--- src/rtl/modexp_decrypt_seq_if.sv ---
// ---------------------------------------------------------------------------
// modexp_decrypt_seq_if
// Handshake and operand bundle for the RSA decryption engine (m = c^d mod n).
//   start : request pulse from the ciphertext side (master -> slave)
//   c,d,n : ciphertext, private exponent, modulus (master -> slave)
//   busy  : engine working, through the done cycle (slave -> master)
//   done  : one-cycle pulse, m/err valid (slave -> master)
//   err   : illegal request (n==0 or c>=n) (slave -> master)
//   m     : plaintext, held until the next completion (slave -> master)
// ---------------------------------------------------------------------------
`timescale 1ns/1ps
interface modexp_decrypt_seq_if #(parameter int N = 8);
    logic         start;
    logic [N-1:0] c;
    logic [N-1:0] d;
    logic [N-1:0] n;
    logic         busy;
    logic         done;
    logic         err;
    logic [N-1:0] m;

    modport master (output start, c, d, n, input busy, done, err, m);
    modport slave  (input start, c, d, n, output busy, done, err, m);
endinterface

--- src/rtl/modexp_decrypt_seq.sv ---
// ---------------------------------------------------------------------------
// modexp_decrypt_seq
// RSA decryption engine computing m = c^d mod n with a constant-latency
// left-to-right square-and-always-multiply schedule. Each modular product is
// formed by a bit-serial interleaved multiplier consuming one multiplier bit
// per cycle, so every legal request takes the same number of clocks.
// Ports:
//   clk   : rising-edge clock
//   rst_n : asynchronous active-low reset
//   bus   : modexp_decrypt_seq_if.slave (start/c/d/n in, busy/done/err/m out)
// ---------------------------------------------------------------------------
`timescale 1ns/1ps
module modexp_decrypt_seq #(
    parameter int N = 8
) (
    input  logic                 clk,
    input  logic                 rst_n,
    modexp_decrypt_seq_if.slave  bus
);

    localparam int CW = $clog2(N);

    typedef enum logic [2:0] {IDLE, CHK, SQR, MUL, FIN} state_t;

    state_t          r_state;
    state_t          w_nextState;
    logic [N-1:0]    r_c;
    logic [N-1:0]    r_d;
    logic [N-1:0]    r_n;
    logic [N-1:0]    r_acc;
    logic [N-1:0]    r_prod;
    logic [CW-1:0]   r_bit;
    logic [CW-1:0]   r_k;
    logic            r_busy;
    logic            r_done;
    logic            r_err;
    logic [N-1:0]    r_m;

    logic            w_illegal;
    logic            w_lastBit;
    logic [N-1:0]    w_y;
    logic [N-1:0]    w_pBase;
    logic [N+1:0]    w_nExt;
    logic [N+1:0]    w_sum;
    logic [N+1:0]    w_sub1;
    logic [N-1:0]    w_prodNext;

    assign bus.busy = r_busy;
    assign bus.done = r_done;
    assign bus.err  = r_err;
    assign bus.m    = r_m;

    // Request legality and the one-bit-per-cycle interleaved multiplier step.
    // The multiplier operand x is always acc; the multiplicand is acc while
    // squaring and the latched ciphertext while multiplying. The partial
    // product restarts from zero on the top bit. Because P<n on entry,
    // 2P+y < 3n, so two conditional subtracts restore P<n and N+2 bits
    // never overflow; the second result always fits back in N bits.
    always_comb begin
        w_illegal  = (r_n == '0) || (r_c >= r_n);
        w_lastBit  = (r_bit == '0);
        w_y        = (r_state == SQR) ? r_acc : r_c;
        w_pBase    = (r_bit == CW'(N-1)) ? '0 : r_prod;
        w_nExt     = {2'b00, r_n};
        w_sum      = ({2'b00, w_pBase} << 1) + (r_acc[r_bit] ? {2'b00, w_y} : '0);
        w_sub1     = (w_sum >= w_nExt) ? (w_sum - w_nExt) : w_sum;
        w_prodNext = (w_sub1 >= w_nExt) ? N'(w_sub1 - w_nExt) : w_sub1[N-1:0];
    end

    // Next-state logic. SQR and MUL each last N cycles (one multiplier bit
    // per cycle); the exponent bit only gates whether MUL's product is kept,
    // never the schedule, so latency does not depend on d.
    always_comb begin
        w_nextState = r_state;
        unique case (r_state)
            IDLE: if (bus.start) w_nextState = CHK;
            CHK:  w_nextState = w_illegal ? FIN : SQR;
            SQR:  if (w_lastBit) w_nextState = MUL;
            MUL:  if (w_lastBit) w_nextState = (r_k == '0) ? FIN : SQR;
            FIN:  w_nextState = IDLE;
            default: w_nextState = IDLE;
        endcase
    end

    // State and datapath registers. Outputs are registered on the edge that
    // enters FIN, so done/m/err are all valid during the FIN cycle; busy
    // rises leaving CHK and falls leaving FIN.
    always_ff @(posedge clk or negedge rst_n) begin
        if (!rst_n) begin
            r_state <= IDLE;
            r_c     <= '0;
            r_d     <= '0;
            r_n     <= '0;
            r_acc   <= '0;
            r_prod  <= '0;
            r_bit   <= '0;
            r_k     <= '0;
            r_busy  <= 1'b0;
            r_done  <= 1'b0;
            r_err   <= 1'b0;
            r_m     <= '0;
        end else begin
            r_state <= w_nextState;
            unique case (r_state)
                IDLE: begin
                    if (bus.start) begin
                        r_c <= bus.c;
                        r_d <= bus.d;
                        r_n <= bus.n;
                    end
                end
                CHK: begin
                    r_err  <= w_illegal;
                    r_busy <= 1'b1;
                    r_bit  <= CW'(N-1);
                    r_k    <= CW'(N-1);
                    r_acc  <= (r_n == N'(1)) ? '0 : N'(1);
                    if (w_illegal) begin
                        r_done <= 1'b1;
                        r_m    <= '0;
                    end
                end
                SQR, MUL: begin
                    r_prod <= w_prodNext;
                    if (w_lastBit) begin
                        r_bit <= CW'(N-1);
                        if ((r_state == SQR) || r_d[r_k]) r_acc <= w_prodNext;
                        if (r_state == MUL) begin
                            if (r_k == '0) begin
                                r_done <= 1'b1;
                                r_m    <= r_d[r_k] ? w_prodNext : r_acc;
                            end else begin
                                r_k <= r_k - 1'b1;
                            end
                        end
                    end else begin
                        r_bit <= r_bit - 1'b1;
                    end
                end
                FIN: begin
                    r_done <= 1'b0;
                    r_busy <= 1'b0;
                end
                default: ;
            endcase
        end
    end

endmodule
--- src/flat_wrapper.sv ---
// flat-port wrapper written by rule: the top's interface ports become plain ports
module modexp_decrypt_seq_flat 
#(
    parameter int N = 8
)
  (clk, rst_n, bus_start, bus_c, bus_d, bus_n, bus_busy, bus_done, bus_err, bus_m);
  modexp_decrypt_seq_if #(.N(N)) bus_i ();
  input  logic clk;
  input  logic rst_n;
  input wire logic [$bits(bus_i.start)-1:0] bus_start;
  input wire logic [$bits(bus_i.c)-1:0] bus_c;
  input wire logic [$bits(bus_i.d)-1:0] bus_d;
  input wire logic [$bits(bus_i.n)-1:0] bus_n;
  output wire logic [$bits(bus_i.busy)-1:0] bus_busy;
  output wire logic [$bits(bus_i.done)-1:0] bus_done;
  output wire logic [$bits(bus_i.err)-1:0] bus_err;
  output wire logic [$bits(bus_i.m)-1:0] bus_m;
  assign bus_i.start = bus_start;
  assign bus_i.c = bus_c;
  assign bus_i.d = bus_d;
  assign bus_i.n = bus_n;
  assign bus_busy = bus_i.busy;
  assign bus_done = bus_i.done;
  assign bus_err = bus_i.err;
  assign bus_m = bus_i.m;
  modexp_decrypt_seq #(.N(N)) u_core (.clk(clk), .rst_n(rst_n), .bus(bus_i));
endmodule
--- config.mk ---
export PLATFORM = sky130hd
export DESIGN_NAME = modexp_decrypt_seq_flat
export DESIGN_NICKNAME = d
export VERILOG_FILES = /design/src/rtl/modexp_decrypt_seq_if.sv /design/src/rtl/modexp_decrypt_seq.sv /design/src/flat_wrapper.sv
export SDC_FILE = /design/constraint.sdc
export NUM_CORES = 1
export LEC_CHECK = 0
export BUFFER_PORTS_ARGS = -buffer_cell sky130_fd_sc_hd__buf_2
export CORE_ASPECT_RATIO = 1.25
export CORE_MARGIN = 2
export CORE_UTILIZATION = 55
export CTS_CLUSTER_DIAMETER = 150
export CTS_CLUSTER_SIZE = 28
export DETAILED_ROUTE_END_ITERATION = 8
export PLACE_DENSITY = 0.75
export SLEW_MARGIN = 20
export SYNTH_ARGS = -nofsm -noshare
export SYNTH_HDL_FRONTEND = slang
export SYNTH_SLANG_ARGS = --single-unit
--- constraint.sdc ---
create_clock -name clk -period 8.3 [get_ports clk]
set_input_delay 2.075 -clock clk [delete_from_list [all_inputs] [get_ports clk]]
set_output_delay 2.075 -clock clk [all_outputs]
set_load 0.02 [all_outputs]
* Word level (Yosys, flattened, before mapping)
Index checks and enable logic that the tools add are counted.
** Storage, ports and cells
- Bits in registers :: 60
- Output and inout bits :: 11
- Word-level logic and storage cells :: 90
** Operators by class
- Muxes and demuxes :: 37
- Order comparisons :: 5
- Reduce and logical (&&, ||, !) cells :: 16
- Equal/unequal tests :: 15
- Add/subtract/negate cells :: 5
** Operator list (number)
- 8-bit 2-to-1 mux :: 11
- 8-bit case mux with 2 select lines :: 2
- 3-bit 2-to-1 mux :: 9
- 10-bit by 8-bit greater-or-equal comparator with 1-bit output :: 2
- 2-bit by 1-bit != test with 1-bit output, second input constant :: 7
- 3-bit case mux with 2 select lines :: 2
- 3-bit case mux with 4 select lines :: 1
- 9-bit by 10-bit adder with 10-bit output :: 1
- 10-bit 2-to-1 mux :: 1
- 5-bit AND reduction :: 2
- 10-bit by 8-bit subtractor with 10-bit output :: 1
- 3-bit logical NOT :: 3
- 8-bit by 1-bit == test with 1-bit output, second input constant :: 1
- 8-bit greater-or-equal comparator :: 1
- 8-bit logical NOT :: 1
- 3-bit by 4-bit < comparator with 1-bit output, second input constant :: 2
- 8-bit subtractor :: 1
- 1-bit 2-to-1 mux :: 7
- 1-bit binary-select mux with 3-bit select :: 2
- 3-bit by 2-bit == test with 1-bit output, second input constant :: 2
- 3-bit == test, second input constant :: 2
- 3-bit AND reduction :: 2
- 3-bit by 1-bit subtractor with 3-bit output, second input constant :: 2
- 2-bit != test, second input constant :: 2
- 9 further kinds :: 11

* Logic depth before layout (Yosys ltp)
Gate-level depths: netlist of the first run.
- Depth after elaboration :: 13
- Mapped depth :: 30
- Gate-level depth less buffers :: 30

* Worst setup path before layout of the first run
Ideal clock, no wire load.
- Path type :: register to register
- Start point :: register u_core.r_bit[0]
- End point :: register u_core.r_m[6] (netlist: u_core.bus.m[6])
- Library setup time :: 133 ps
- Cell stages (with the launch flop) :: 28
- Arrival :: 5887 ps
- Path buffers :: 0
- Setup slack :: 2279 ps
- Cells stage by stage :: dfrtp_1 -> mux4_2 -> mux2i_1 -> or2_2 -> inv_1 -> ha_1 -> a21oi_1 -> o21ai_0 -> a21oi_1 -> xnor2_1 -> ha_1 -> or2_2 -> a21oi_1 -> a31oi_1 -> nor2_1 -> nand3b_2 -> mux2_2 -> ha_1 -> fa_1 -> nor2b_1 -> o21ai_0 -> a21boi_0 -> o31a_1 -> o221ai_1 -> o21ai_4 -> mux2_2 -> mux2i_1 -> o31ai_1
** On the way
- Word-level cells in the longest chain between the ends :: 13
- Elaborated cells between the ends (all ways) :: 20
** Ends and longest elaborated chain
- start: declaration :: line modexp_decrypt_seq.sv:32 : logic [CW-1:0] r_bit;
- start signal: assignment :: line modexp_decrypt_seq.sv:115 : r_bit <= CW'(N-1);
- start signal: assignment :: line modexp_decrypt_seq.sv:126 : r_bit <= CW'(N-1);
- start signal: assignment :: line modexp_decrypt_seq.sv:137 : r_bit <= r_bit - 1'b1;
- 1-bit binary-select mux with 3-bit select :: line modexp_decrypt_seq.sv:65 : w_sum = ({2'b00, w_pBase} << 1) + (r_acc[r_bit] ? {2'b00, w_y} : '0);
- 1-bit 2-to-1 mux (not written as such) :: line modexp_decrypt_seq.sv:65
- 8-bit 2-to-1 mux :: line modexp_decrypt_seq.sv:65
- 9-bit by 10-bit adder with 10-bit output :: line modexp_decrypt_seq.sv:65
- 10-bit by 8-bit subtractor with 10-bit output / 10-bit by 8-bit greater-or-equal comparator with 1-bit output (equally long branches) :: line modexp_decrypt_seq.sv:66 : w_sub1 = (w_sum >= w_nExt) ? (w_sum - w_nExt) : w_sum;
- 10-bit 2-to-1 mux :: line modexp_decrypt_seq.sv:66
- 8-bit subtractor / 10-bit by 8-bit greater-or-equal comparator with 1-bit output (equally long branches) :: line modexp_decrypt_seq.sv:67 : w_prodNext = (w_sub1 >= w_nExt) ? N'(w_sub1 - w_nExt) : w_sub1[N-1:0];
- 8-bit 2-to-1 mux :: line modexp_decrypt_seq.sv:67
- 8-bit 2-to-1 mux :: line modexp_decrypt_seq.sv:131 : r_m <= r_d[r_k] ? w_prodNext : r_acc;
- 8-bit 2-to-1 mux :: line modexp_decrypt_seq.sv:129 : if (r_k == '0) begin
- 8-bit 2-to-1 mux :: line modexp_decrypt_seq.sv:128 : if (r_state == MUL) begin
- 8-bit 2-to-1 mux :: line modexp_decrypt_seq.sv:125 : if (w_lastBit) begin
- 8-bit case mux with 2 select lines :: line modexp_decrypt_seq.sv:104 : unique case (r_state)
- end signal: assignment :: line modexp_decrypt_seq.sv:131
- end: declaration :: line modexp_decrypt_seq.sv:37 : logic [N-1:0] r_m;
Parallel ways exist; a longest one is shown, timed or not. The select of a mux whose other input is x is not followed.
A chain may end at the register's enable or synchronous reset.

* Final worst setup path of the first run
- Start point :: register u_core.r_state[1]
- End point :: register u_core.r_m[1] (netlist: u_core.bus.m[1])
** On the way
- Word-level cells in the longest chain between the ends :: 13
- Elaborated cells between the ends (all ways) :: 24
** Ends and longest elaborated chain
- start: declaration :: line modexp_decrypt_seq.sv:25 : state_t r_state;
- start signal: assignment :: line modexp_decrypt_seq.sv:103 : r_state <= w_nextState;
- 3-bit by 2-bit == test with 1-bit output :: line modexp_decrypt_seq.sv:62, modexp_decrypt_seq.sv:104
- 8-bit 2-to-1 mux :: line modexp_decrypt_seq.sv:62 : w_y = (r_state == SQR) ? r_acc : r_c;
- 8-bit 2-to-1 mux :: line modexp_decrypt_seq.sv:65
- 9-bit by 10-bit adder with 10-bit output :: line modexp_decrypt_seq.sv:65
- 10-bit by 8-bit subtractor with 10-bit output / 10-bit by 8-bit greater-or-equal comparator with 1-bit output (equally long branches) :: line modexp_decrypt_seq.sv:66
- 10-bit 2-to-1 mux :: line modexp_decrypt_seq.sv:66
- 8-bit subtractor / 10-bit by 8-bit greater-or-equal comparator with 1-bit output (equally long branches) :: line modexp_decrypt_seq.sv:67
- 8-bit 2-to-1 mux :: line modexp_decrypt_seq.sv:67
- 8-bit 2-to-1 mux :: line modexp_decrypt_seq.sv:131
- 8-bit 2-to-1 mux :: line modexp_decrypt_seq.sv:129
- 8-bit 2-to-1 mux :: line modexp_decrypt_seq.sv:128
- 8-bit 2-to-1 mux :: line modexp_decrypt_seq.sv:125
- 8-bit case mux with 2 select lines :: line modexp_decrypt_seq.sv:104
Parallel ways exist; a longest one is shown, timed or not. The select of a mux whose other input is x is not followed.

==> results of run 1 <==
sequential cells by signal, indices dropped and copies added (netlist names):
register / flops
u_core.bus.busy: 1
u_core.r_state: 3
u_core.r_d: 8
u_core.r_c: 8
u_core.bus.done: 1
u_core.r_acc: 8
u_core.r_k: 3
u_core.r_bit: 3
u_core.r_n: 8
u_core.bus.err: 1
u_core.r_prod: 8
u_core.bus.m: 8
metrics by stage:
stage	hold slack [ns]	instances	cell area, µm²
after floorplan	0.438	443	4160
after global placement	0.458	561	4420
after detailed placement	0.464	561	4420
after CTS	0.478	575	4590
after global routing	0.512	575	4590
final	0.472	575	4590
layout by cell type (no fill, tap or decap), types with 2 or more instances in the layout:
master      instances
nand2_1            64
dfrtp_1            60
o21ai_0            41
buf_2              37
ha_1               36
mux2_2             29
inv_1              25
a21oi_1            23
nor2_1             23
nor2b_1            16
mux2i_1            12
xnor2_1            10
clkbuf_8           10
nor3_1              8
o31ai_1             8
o21a_1              7
nand3_1             6
and2_1              6
xor2_1              6
a21o_1              4
or2_2               4
mux4_2              4
o31a_1              3
fa_1                3
clkinvlp_4          3
buf_4               3
nand2b_1            2
a31oi_1             2
nor4_1              2
a21boi_0            2
a22o_1              2
o41ai_2             2
worst min-delay path, delay by kind of cell, from the launching register on:
kind / cells / cell delay, ns
flip-flops: 1 / 0.34
AND/OR/NAND/NOR: 2 / 0.10
layout make-up:
type / instances / share of cell area
Tap cell: 92 / 0.0251
Sequential cell: 60 / 0.327
Timing Repair Buffer: 40 / 0.0452
Multi-Input combinational cell: 344 / 0.546
Clock inverter: 4 / 0.00600
Clock buffer: 10 / 0.0300
Inverter: 25 / 0.0204
final timing paths:
check | cells past startpoint | to | slack, ns
min reg2reg | 2 | u_core.r_prod[5] | 0.47
min in group asynchronous | 2 | u_core.r_prod[6] | 1.88
max reg2reg | 29 | u_core.bus.m[1] | 1.31
min | 2 | u_core.r_prod[5] | 0.47
max in group asynchronous | 2 | u_core.r_prod[0] | 5.90
max | 29 | u_core.bus.m[1] | 1.31
metal layers:
metal / vias up / track usage
li1: 1629 / -
met1: 1613 / 0.314
met2: 93 / 0.448
met3: 29 / 0.0463
met4: 0 / 0.124
met5: - / 0
cells by family after synthesis:
group / after synthesis / share of synthesized area
muxes: 45 / 0.129
and+or+nand+nor: 140 / 0.158
xor gates and xnor gates: 16 / 0.0337
DFF: 60 / 0.361
adders and majority gates: 39 / 0.123
buffers and inverters: 39 / 0.0355
AOI/OAI and AO/OA: 104 / 0.159
==> results_dict.tcl, run 1 <==
set metrics [dict create \
    highest_layer "met4" \
    die_y_um 101 \
    cp.arrival_ns 7.23 \
    tritoncts "done" \
    wl_um 9730 \
    seq_area_frac_synth 0.361 \
    ys_top_cells_by_area "dfrtp_1 (36%), ha_1 (11%), mux2_2 (7.9%)" \
    hold_start "u_core.r_prod[5]" \
    status "complete, no violations" \
    max_freq_mhz 143 \
    dieArea_um2 8270 \
    design.core.area_um2 7360 \
    crit_buf_inv 2 \
    cts_made_buffers 9 \
    drc_errors 0 \
    cap_violations 0 \
    viasPerCell 5.85 \
    fin_crit_sh 0.843 \
    syn_area_per_cell_um2 9.38 \
    cp_slowest_cell "dfrtp_1" \
    synth-main-ff-cell "dfrtp_1" \
    finClkSkew_ns 0.0132 \
    synth_cell_type_count 49 \
    crit_path_max_fanout 30 \
    nFillCells 638 \
    synth_common_cells "nand2_1 (64), dfrtp_1 (60), o21ai_0 (41), ha_1 (36), mux2_2 (29)" \
    wl_met2_um 5130 \
    grt_use_total 0.261 \
    cts_hold_buf 0 \
    post_cts_buffers 0 \
    dp_worst_setup_slack_ns 1.47 \
    synth_area_um2 4160 \
    critPathKind "reg2reg" \
    rows 35 \
    grt_pass1_vias 3447 \
    synth_top_area_share 0.361 \
    grt_max_degree 61 \
    antenna_cells 0 \
    nNetsFinal 546 \
    cts.clk_slew.worst_paths_ns 0.07 \
    area_growth_pct 10.5 \
    synth_largest_area_cell "dfrtp_1" \
    start_util 0.565 \
    synth_fp_nets 509 \
    avgRoutedWirePerCell_um 16.9 \
    synth_seq_cells 60 \
    worstSkewPairLatency_ns 0.34 \
    wl_met1_um 3930 \
    r2r-start "u_core.r_state[1]" \
    wl_met3_um 324 \
    yosysMostFrequentCell "nand2_1" \
    cts.path.max_buffers 2 \
    seqCellArea_um2 1500 \
    dp_hpwl_um 7520 \
    slowest_delay_ns 0.57 \
    io_buffers 37 \
    die_x_um 81.7 \
    grt_pass1_wl_um 16200 \
    critPathTopFamily "compound AO/OA/AOI/OAI gates" \
    worstMarginPinSlew_ns 0.912 \
    ios 38 \
    firstDrtPassIters 4 \
    ant_nets 0 \
    vias 3364 \
    cts_root_buf "clkbuf_8" \
    grt_overflow_total 0 \
    clock_sinks 60 \
    gp_congestion 0.891 \
    htree_levels 3 \
    startpoint_type "flip-flop" \
    finalHoldViolations 0 \
    cts_resized 0 \
    cp-end-kind "flip-flop" \
    synthArstFlopShare 1.00 \
    synth_edf_count 0 \
    drt_iter0_drc 153 \
    setup_tns_ns 0 \
    postLayoutCoreUtil 0.624 \
    multiInputGateArea_um2 2510 \
    worstPathRequired_ns 8.54 \
    worst_slack_ns 1.31 \
    drive_above_1_share 0.207 \
    startpoint "u_core.r_state[1]" \
    relSlewSlack 0.391 \
    rsz0062_at_grt "false" \
    finalSetupViolCount 0 \
    antenna_found_initial 0 \
    hold_class "reg2reg" \
    synth_cells 443 \
    drv_slew 0 \
    fin_crit_ns 6.99 \
    synth_warnings 0 \
]
Power of run 1 is not shown: default switching activity piles up to over one toggle a cycle in this logic, so the estimate is an artifact.
==> inputs of run 2 (changes only) <==
--- a/config.mk
+++ b/config.mk
@@ -5,6 +5,7 @@
 export SDC_FILE = /design/constraint.sdc
 export NUM_CORES = 1
 export LEC_CHECK = 0
+export ABC_AREA = 1
 export BUFFER_PORTS_ARGS = -buffer_cell sky130_fd_sc_hd__buf_2
 export CORE_ASPECT_RATIO = 1.25
 export CORE_MARGIN = 2
@@ -12,7 +13,7 @@
 export CTS_CLUSTER_DIAMETER = 150
 export CTS_CLUSTER_SIZE = 28
 export DETAILED_ROUTE_END_ITERATION = 8
-export PLACE_DENSITY = 0.75
+export PLACE_DENSITY = 0.74
 export SLEW_MARGIN = 20
 export SYNTH_ARGS = -nofsm -noshare
 export SYNTH_HDL_FRONTEND = slang
==> constraint.sdc (replaced) <==
create_clock -name clk -period 7 [get_ports clk]
set_input_delay 1.75 -clock clk [delete_from_list [all_inputs] [get_ports clk]]
set_output_delay 1.75 -clock clk [all_outputs]
set_load 0.02 [all_outputs]
==> run 2 against run 1 <==
Compared with the run above:
- non-clock buffer count decreased by 1
- critical path depth up 11
- synthesized area grew 9.7%
==> results_dict.tcl, run 2 <==
set metrics [dict create \
    ys_top_cells_by_area "dfrtp_1 (33%), nand2_1 (13%), ha_1 (9.9%)" \
    design.core.area_um2 8150 \
    fin_crit_sh 0.842 \
    synth_cells 615 \
    place_inst 743 \
    grt_pass1_vias 4138 \
    relSlewSlack 0.401 \
    antenna_cells 0 \
    seqCellArea_um2 1500 \
    max_freq_mhz 170 \
    synth_seq_cells 60 \
    ios 38 \
    clock_sinks 60 \
    worstMarginPinSlew_ns 0.893 \
    cts_hold_buf 0 \
    critPathKind "reg2reg" \
    cts_made_buffers 9 \
    final_common_cell "nand2_1" \
    drt_iter0_drc 259 \
    area_growth_pct 10.2 \
    drc_errors 0 \
    synth_area_um2 4560 \
    synth_warnings 0 \
    cp-end-kind "flip-flop" \
    rsz0062_at_grt "false" \
    cp_slowest_cell "fa_1" \
    synth-main-ff-cell "dfrtp_1" \
    multiInputGateArea_um2 2650 \
    grt_pass1_wl_um 19300 \
    worstPathRequired_ns 7.24 \
    yosysMostFrequentCell "nand2_1" \
    cts.path.max_buffers 2 \
    post_cts_buffers 0 \
    synth_common_cells "nand2_1 (161), inv_1 (83), dfrtp_1 (60), nand3_1 (43), nor2_1 (40)" \
    dp_hpwl_um 9080 \
    finalSetupViolCount 0 \
    grt_max_degree 61 \
    vias 4103 \
    seq_area_frac_synth 0.329 \
    most-common-layout-cells "nand2_1 (161), inv_1 (83), dfrtp_1 (60)" \
    synth_edf_count 0 \
    cp.arrival_ns 6.14 \
    antenna_found_initial 0 \
    gp_congestion 0.945 \
    placed_cell_area_um2 4830 \
    tritoncts "done" \
    slowest_delay_ns 0.45 \
    dieArea_um2 9040 \
    cts.clk_slew.worst_paths_ns 0.07 \
    cts_resized 0 \
    worstSkewPairLatency_ns 0.35 \
    ant_nets 0 \
    die_y_um 106 \
    nFillCells 773 \
    wl_um 11300 \
    io_buffers 37 \
    finalHoldViolations 0 \
    synth_cell_type_count 39 \
    synth_largest_area_cell "dfrtp_1" \
    firstDrtPassIters 5 \
    cts_root_buf "clkbuf_8" \
    worst_path_most_repeated_cell "nand2_1" \
    startpoint_type "flip-flop" \
    drv_slew 0 \
    nNetsFinal 723 \
    grt_use_total 0.273 \
    stdcell_area_um2 5020 \
    synth_top_area_share 0.329 \
    fin_crit_ns 5.90 \
    setup_tns_ns 0 \
    status "complete, no violations" \
    die_x_um 85.4 \
    postLayoutCoreUtil 0.616 \
    syn_area_per_cell_um2 7.41 \
    synth_fp_nets 681 \
    hold_class "reg2reg" \
    cap_violations 0 \
    synthArstFlopShare 1.00 \
    rows 37 \
    viasPerCell 5.41 \
    start_util 0.559 \
    crit_path_max_fanout 13 \
    avgRoutedWirePerCell_um 14.9 \
    drive_above_1_share 0.183 \
    finClkSkew_ns 0.0126 \
    finalNonFillerCells 759 \
    htree_levels 3 \
    grt_overflow_total 0 \
]
run 2: changes by cell type in the layout (fill, tap and decap cells not counted), sizes merged, moves of 15 or more:
cell / delta
nand2: +110
inv: +71
nand3: +41
nor2: +25
a21oi: +19
nor2b: -16
mux2: -15
run 2: layout make-up:
type | instances | share of cell area
Sequential cell | 60 | 0.299
Inverter | 97 | 0.0725
Timing Repair Buffer | 39 | 0.0399
Clock inverter | 3 | 0.00399
Tap cell | 97 | 0.0242
Multi-Input combinational cell | 450 | 0.527
Clock buffer | 13 | 0.0336
run 2: cells by family after synthesis:
logic type / Yosys count / synth area share
xor gates and xnor gates: 12 / 0.0231
AOI/OAI and AO/OA: 92 / 0.113
muxes: 14 / 0.0346
DFF: 60 / 0.329
buffers and inverters: 105 / 0.0900
and+or+nand+nor: 293 / 0.298
adders and majority gates: 39 / 0.112
run 2: layer usage:
layer / vias up / global-route usage / part of all wire
met1: 1921 / 0.329 / 0.43
met3: 26 / 0.0313 / 0.027
met5: - / 0 / 0
met4: 0 / 0.122 / 0.036
li1: 2070 / - / -
met2: 86 / 0.482 / 0.51
run 2: critical path, delay by kind of cell, from the launching register on:
family          cells  cell delay [ns]
buf+inv             4             0.41
fa+ha+maj           5             1.60
flops               1             0.39
simple gates       28             2.88
compound gates      3             0.49
run 2: per-stage QoR:
stage                     hold slack, ns  setup slack [ns]
after global placement             0.459              1.32
after CTS                          0.483              1.15
after global routing               0.509             0.557
after floorplan                    0.451              1.95
after detailed placement           0.461              1.17
final                              0.482              1.10
run 2: path summary, 6_finish.rpt:
path                            slack (ns)  cells after the start               to               from
worst max-delay path                  1.10                     40  u_core.bus.m[6]  u_core.r_state[0]
worst min-delay path                  0.48                      2  u_core.bus.m[3]    u_core.bus.m[3]
worst max register to register        1.10                     40  u_core.bus.m[6]  u_core.r_state[0]
worst min register to register        0.48                      2  u_core.bus.m[3]    u_core.bus.m[3]
max in group asynchronous             4.93                      2    u_core.r_c[3]              rst_n
min in group asynchronous             1.55                      2  u_core.bus.m[5]              rst_n
Power of run 2 is left out for the same reason.
==> inputs of run 3 (changes only) <==
--- a/config.mk
+++ b/config.mk
@@ -13,7 +13,7 @@
 export CTS_CLUSTER_DIAMETER = 150
 export CTS_CLUSTER_SIZE = 28
 export DETAILED_ROUTE_END_ITERATION = 8
-export PLACE_DENSITY = 0.74
+export PLACE_DENSITY = 0.77
 export SLEW_MARGIN = 20
 export SYNTH_ARGS = -nofsm -noshare
 export SYNTH_HDL_FRONTEND = slang
==> constraint.sdc (replaced) <==
create_clock -name clk -period 5.35 [get_ports clk]
set_input_delay 1.3375 -clock clk [delete_from_list [all_inputs] [get_ports clk]]
set_output_delay 1.3375 -clock clk [all_outputs]
set_load 0.02 [all_outputs]
==> run 3 against run 2 <==
Compared with the run above:
- via count increased by 6.2%
- non-clock buffer count increased by 24
- register-to-register slack got worse by 1.1 ns
- critical path depth decreased by 1
- setup slack got worse by 1.1 ns
- first-iteration DRC count increased by 3.1%
- clock skew decreased by 0.0032 ns
- critical endpoint is now u_core.r_prod[4]
- largest cell class unchanged
==> results_dict.tcl, run 3 (synthesis gave the netlist of run 2 again) <==
set metrics [dict create \
    startpoint "u_core.r_bit[0]" \
    grt_max_degree 61 \
    critPathKind "reg2reg" \
    startpoint_type "flip-flop" \
    worst_path_most_repeated_cell "nand2_1" \
    rsz0062_at_grt "true" \
    cts.path.max_buffers 2 \
    die_x_um 85.4 \
    worstSkewPairLatency_ns 0.35 \
    design.core.area_um2 8150 \
    io_buffers 37 \
    grtUsageMet2 0.494 \
    cp_slowest_cell "dfrtp_2" \
    wl_um 12500 \
    seqCellArea_um2 1500 \
    status "complete, no violations" \
    area_growth_pct 22.1 \
    dp_hpwl_um 9070 \
    fin_crit_ns 5.34 \
    grt_busiest_layer "met2" \
    finalHoldViolations 0 \
    ios 38 \
    avgRoutedWirePerCell_um 15.9 \
    grt_pass1_wl_um 19500 \
    gp_congestion 1.01 \
    max_freq_mhz 187 \
    hold_class "reg2reg" \
    postLayoutCoreUtil 0.683 \
    most-common-layout-cells "nand2_1 (143), inv_1 (75), dfrtp_1 (58)" \
    antenna_cells 0 \
    firstDrtPassIters 5 \
    cap_violations 0 \
    die_y_um 106 \
    vias 4359 \
    slowest_delay_ns 0.45 \
    grt_use_total 0.277 \
    nFillCells 651 \
    crit_path_max_fanout 6 \
    r2r-start "u_core.r_bit[0]" \
    tritoncts "done" \
    multiInputGateArea_um2 2960 \
    worstPathRequired_ns 5.57 \
    nNetsFinal 748 \
    grt_overflow_total 0 \
    cts_root_buf "clkbuf_8" \
    cts_made_buffers 9 \
    fin_crit_sh 0.998 \
    drv_slew 0 \
    hold_start "u_core.bus.m[3]" \
    worstMarginPinSlew_ns 0.975 \
    antenna_found_initial 0 \
    use_met3 0.0525 \
    clock_sinks 60 \
    relSlewSlack 0.346 \
    dieArea_um2 9040 \
    grt_pass1_vias 4202 \
    final_common_cell "nand2_1" \
    cp.arrival_ns 5.56 \
    ant_nets 0 \
    grtUsageMet1 0.318 \
    finClkSkew_ns 0.00934 \
    htree_levels 3 \
    rows 37 \
    drt_iter0_drc 267 \
    finalSetupViolCount 0 \
    drive_above_1_share 0.307 \
    start_util 0.559 \
    cts.clk_slew.worst_paths_ns 0.07 \
    viasPerCell 5.56 \
    hold_slack_ns 0.476 \
    cts_hold_buf 0 \
    drc_errors 0 \
    cp-end-kind "flip-flop" \
]
## run 3: changes by cell type in the layout (fill, tap and decap cells not counted), moves of 9 or more
cell     before  now
buf_4         2   23
nand2_2      10   27
nand3_1      43   34
nand2_1     161  143
ha_1         36   25
## run 3: layout make-up
class                      count  area share
clock buffer                  13      0.0322
clock inverter                 3     0.00765
inverter                      97      0.0659
multi-input combinational    451       0.532
sequential                    60       0.270
tap                           97      0.0218
timing repair buffer          63      0.0704
## run 3: worst max-delay path, delay by kind of cell, from the launching register on
family          cells  cell delay, ns
simple gates       21            2.14
fa+ha+maj           5            1.22
compound gates      7            0.86
buf+inv             6            0.53
flops               1            0.45
## run 3: final timing paths
kind                                    end  slack (ns)  cells past startpoint
max in group asynchronous   u_core.r_bit[1]        3.68                      2
hold reg to reg             u_core.bus.m[3]        0.48                      2
hold / removal              u_core.bus.m[3]        0.48                      2
min in group asynchronous  u_core.r_prod[2]        1.14                      2
setup / recovery           u_core.r_prod[4]        0.01                     39
setup reg to reg           u_core.r_prod[4]        0.01                     39
## run 3: what timing repair did
action	in CTS	in global routing
cloned	0	1
setup endpoints to repair	24	24
resized for setup	5	79
pin swaps	1	33
setup buffers	2	13
## run 3: metal layers
| metal | vias up | wire, µm |
|---|---|---|
| li1 | 2132 | - |
| met1 | 2038 | 4910 |
| met2 | 146 | 6460 |
| met3 | 43 | 584 |
| met4 | 0 | 522 |
| met5 | - | 0 |
## run 3: through the flow
step | setup slack, ns | setup TNS [ns] | std cells | instance area, µm²
after CTS | 0.0186 | 0 | 770 | 5160
after floorplan | 0.300 | 0 | 615 | 4560
after global routing | -0.279 | -4.50 | 784 | 5560
after detailed placement | -0.180 | -2.42 | 752 | 4900
after global placement | 0.0168 | 0 | 752 | 4900
final | 0.0115 | 0 | 784 | 5560
Power of run 3 is left out for the same reason.
